`src/rtl/crossbar_rr_next_sel.sv`:
```
// Round-robin next-valid finder. Starting one past the current channel, it
// walks every channel once, wrapping modulo KERNEL_SIZE. The current channel
// is searched last. It reports the first valid channel found, and whether any
// channel was valid at all.
module rr_next_sel #(
    parameter int KERNEL_SIZE = 3,
    parameter int CNT_W       = 2
) (
    input  logic [CNT_W-1:0]       count,
    input  logic [KERNEL_SIZE-1:0] valid,
    output logic [CNT_W-1:0]       next_idx,
    output logic                   any_valid
);

    // Scan offsets from farthest to nearest so the nearest valid channel wins.
    always_comb begin
        // NOTE: every output gets a default before the loop; otherwise a path
        // that assigns nothing would infer a latch.
        next_idx  = count;
        any_valid = 1'b0;
        for (int off = KERNEL_SIZE; off >= 1; off--) begin
            int idx;
            idx = int'(count) + off;
            if (idx >= KERNEL_SIZE) idx = idx - KERNEL_SIZE;
            if (valid[idx]) begin
                next_idx  = CNT_W'(idx);
                any_valid = 1'b1;
            end
        end
    end

endmodule

```
`src/rtl/crossbar.sv`:
```
// Round-robin stream crossbar. It has KERNEL_SIZE input channels and one output.
// The selected channel is passed straight through to the output with no
// latency. The selection advances after each transfer, and it also advances
// when the selected channel is empty.
module crossbar #(
    parameter int KERNEL_SIZE = 3,
    parameter int DATA_WIDTH  = 18
) (
    input  logic                              clk,
    input  logic                              rstn,
    input  logic [KERNEL_SIZE-1:0]            s_axis_tvalid,
    input  logic [DATA_WIDTH*KERNEL_SIZE-1:0] s_axis_tdata,
    output logic [KERNEL_SIZE-1:0]            s_axis_tready,
    output logic                              m_axis_tvalid,
    output logic [DATA_WIDTH-1:0]             m_axis_tdata,
    input  logic                              m_axis_tready
);

    localparam int CNT_W = (KERNEL_SIZE > 2) ? $clog2(KERNEL_SIZE) : 1;
    localparam logic [CNT_W-1:0] LAST = CNT_W'(KERNEL_SIZE - 1);

    logic [CNT_W-1:0] count;
    logic [CNT_W-1:0] next_idx;
    logic [CNT_W-1:0] count_inc;
    logic [CNT_W-1:0] count_nxt;
    logic             any_valid;
    logic             sel_valid;
    logic             advance;

    rr_next_sel #(
        .KERNEL_SIZE (KERNEL_SIZE),
        .CNT_W       (CNT_W)
    ) u_rr_next_sel (
        .count     (count),
        .valid     (s_axis_tvalid),
        .next_idx  (next_idx),
        .any_valid (any_valid)
    );

    // Mux the selected channel onto the output. The handshake is gated off
    // while reset is held.
    always_comb begin
        sel_valid     = 1'b0;
        m_axis_tdata  = '0;
        s_axis_tready = '0;
        for (int i = 0; i < KERNEL_SIZE; i++) begin
            if (count == CNT_W'(i)) begin
                sel_valid        = s_axis_tvalid[i];
                m_axis_tdata     = s_axis_tdata[i*DATA_WIDTH +: DATA_WIDTH];
                s_axis_tready[i] = m_axis_tready & rstn;
            end
        end
        m_axis_tvalid = sel_valid & rstn;
    end

    // Pick the next channel. Hold under backpressure. If no channel is
    // valid, keep cycling through the channels.
    always_comb begin
        advance   = !sel_valid || m_axis_tready;
        count_inc = (count == LAST) ? '0 : count + 1'b1;
        count_nxt = count;
        if (advance) count_nxt = any_valid ? next_idx : count_inc;
    end

    // Channel-select register, cleared asynchronously.
    always_ff @(posedge clk or negedge rstn) begin
        // NOTE: sequential state uses non-blocking assignment, so every
        // register samples values from before the clock edge.
        if (!rstn) count <= '0;
        else       count <= count_nxt;
    end

endmodule

```
`config.mk`:
```
export PLATFORM = sky130hd
export DESIGN_NAME = crossbar
export DESIGN_NICKNAME = d
export VERILOG_FILES = /design/src/rtl/crossbar_rr_next_sel.sv /design/src/rtl/crossbar.sv
export SDC_FILE = /design/constraint.sdc
export NUM_CORES = 1
export LEC_CHECK = 0
export CORE_MARGIN = 4
export CORE_UTILIZATION = 29
export DETAILED_ROUTE_END_ITERATION = 10
export PLACE_DENSITY = 0.81
export SLEW_MARGIN = 40
export SYNTH_ARGS = -nofsm -noshare
export SYNTH_HDL_FRONTEND = slang
export SYNTH_HIERARCHICAL = 1
export SYNTH_SLANG_ARGS = --single-unit
```
`constraint.sdc`:
```
create_clock -name clk -period 2.62 [get_ports clk]
set_clock_uncertainty 0.2 [all_clocks]
set_input_delay 0.524 -clock clk [delete_from_list [all_inputs] [get_ports clk]]
set_output_delay 0.524 -clock clk [all_outputs]
set_load 0.01 [all_outputs]
```
==> results.py <==
metrics = {
    "finish": {
        "drive_above_1_share_pct": 9.950,
        "top_register": "count",
        "final_area_sq_mm": 0.001700,
        "area_growth_pct": 115.4,
        "post-route-util_pct": 66.81,
        "fin_cells": 231,
        "largest_reg_flops": 2,
        "nets": 266,
        "final_cell_mix": "clkdlybuf4s50_1 (75), nand2_1 (24), mux2i_1 (20)",
        "top_regs": "count (2)",
        "layout_commonest_cell": "clkdlybuf4s50_1",
        "num_antenna_cells": 0,
    },
    "sta": {
        "final.setup.worst_slack_ns": 0.1095,
        "tightest_slew_ns": 0.4063,
        "period_needed_ns": 2.510,
        "tns_ns": 0,
        "rsz0062_at_grt": "false",
        "finalCritPeriodShare_pct": 95.82,
        "hold_slack_ns": 0.4286,
        "maxSlewViolCount": 0,
        "setup_violations": 0,
        "finalHoldViolCount": 0,
        "max_freq_mhz": 398.3,
        "slew_headroom_pct": 72.79,
    },
    "placed_design": {
        "dp_hpwl_um": 2849,
        "post-place-cells": 227,
        "detailed_place.area_sq_mm": 0.001668,
        "gp_congestion": 0.7984,
        "post-place-ws_ns": -0.1027,
        "portBuffers": 81,
    },
    "run": {
        "cap_viol_max_count": 0,
    },
    "grt": {
        "grt_pass1_wl_um": 5175,
        "grt_usage_pct": 18.36,
        "overflow": 0,
        "first_global_vias": 1264,
        "grt_max_degree": 26,
        "antenna_found_initial": 0,
    },
    "worst_setup_path": {
        "worst_setup_path_end_kind": "primary output",
        "cp-start-kind": "register",
        "crit_slowest_cell": "clkdlybuf4s50_1",
        "max_stage_delay_ns": 0.56,
        "cp_max_fo": 8,
        "critPathKind": "register to primary output",
        "path_delay_family": "buffers and inverters",
        "crit_required_ns": 1.90,
        "cp_cell_sequence": "nor2b_4 -> buf_4 -> nand2_1 -> o21ai_1 -> clkdlybuf4s50_1",
        "cp.arrival_ns": 1.79,
        "crit_buf_inv": 2,
    },
    "route": {
        "drc": 0,
        "routed_wl_um": 3510,
        "avgRoutedWirePerCell_um": 15.19,
        "num_vias": 1215,
        "via_per_inst": 5.260,
        "antenna_left": 0,
        "drtIter0Drc": 39,
        "drtPass1Iterations": 4,
    },
    "die": {
        "dieHeight_um": 60.18,
        "rows": 18,
        "die-area_sq_mm": 0.003621,
        "die_w_um": 60.18,
        "core_area_sq_mm": 0.002545,
        "start_util_pct": 31.02,
        "io_pins": 82,
    },
    "clocking": {
        "path_clk_slew_ns": 0.03,
        "cts.path.max_buffers": 2,
        "cts_sinks": 2,
        "ctsHtreeMaxLevel": 1,
        "numCtsBuffers": 3,
        "clk_latency_ns": 0.23,
        "cts_tree": "done",
        "root_buffer": "clkbuf_4",
    },
    "synth": {
        "postSynthAreaPerCell_sq_um": 6.925,
        "yosysWarnings": 6,
        "synth_seq_cells": 2,
        "synth_fp_nets": 177,
        "ys.flop_type": "dfrtp_1",
        "ys_async_sr_fraction_pct": 100.0,
        "synthCells": 114,
        "synth_cell_types": 33,
        "ys_seq_area_share_pct": 6.339,
        "synth_edf_count": 0,
        "synth_area_sq_um": 789.5,
    },
    "pwr": {
        "powerDensity_mw_per_mm2": 887.6,
        "vdd_drop_max_mv": 0.7117,
        "leakagePower_nw": 0.7288,
        "power_mw": 1.509,
    },
    "run_status": {
        "status": "finished clean",
    },
    "min_path": {
        "worst_hold_path_type": "input pin to async pin",
    },
}
routing by layer:
metal  vias to the layer above  share of wire (%)  track usage, %
met5                         -                  0               0
met4                         0                2.5           10.13
met3                         8                6.9           3.024
met2                        61                 51           33.49
met1                       556                 40           19.70
li1                        590                  -               -
report_power, final:
part | total (mW) | internal (mW) | switching [mW]
sequential | 0.0873 | 0.0511 | 0.0362
combinational | 1.35 | 0.720 | 0.632
clock | 0.0699 | 0.0506 | 0.0193
total | 1.51 | 0.822 | 0.687
Yosys cell counts (all sizes together), types with 2 or more instances:
library cell / count / area share, %
a21oi: 2 / 1.3
a221o: 2 / 2.5
o211ai: 2 / 1.9
o21ai: 21 / 13
nor2b: 2 / 2.5
mux2i: 20 / 25
a31oi: 2 / 1.6
dfrtp: 2 / 6.3
buf: 6 / 6.3
inv: 7 / 3.3
ha: 3 / 4.8
nor3: 3 / 1.9
nand2: 24 / 11
clkbuf: 2 / 0.95
nor3b: 3 / 2.9
timing repair:
action	4_1_cts	5_1_grt
cloned	0	0
hold buffers	0	0
setup buffers	1	0
endpoints found under the hold margin	0	0
gates resized for setup	5	3
endpoints found under the setup margin	5	14
worst paths after layout:
path	startpoint	to	slack, ns	cells after the start
worst max register to register	count[0]	count[0]	0.22	9
min in group clk	count[1]	count[1]	0.46	2
worst min register to register	count[1]	count[1]	0.46	2
max in group asynchronous	rstn	count[1]	1.68	2
worst min-delay path	rstn	count[0]	0.43	2
worst max-delay path	count[0]	m_axis_tdata[14]	0.11	5
cells by family after synthesis:
group	after synthesis	share of synthesized area (%)
compound gates	38	30.59
fa+ha+maj	3	4.755
buf+inv	15	10.62
flops	2	6.339
mux	21	26.78
simple gates	35	20.92
cell type report:
cell class	count	area [sq um]
multi-input combinational	97	655.6
sequential	2	52.55
tap	30	37.54
inverter	7	26.28
clock buffer	3	22.52
fill	218	844.6
timing repair buffer	92	905.9
Power figures use the tool's default switching activity.
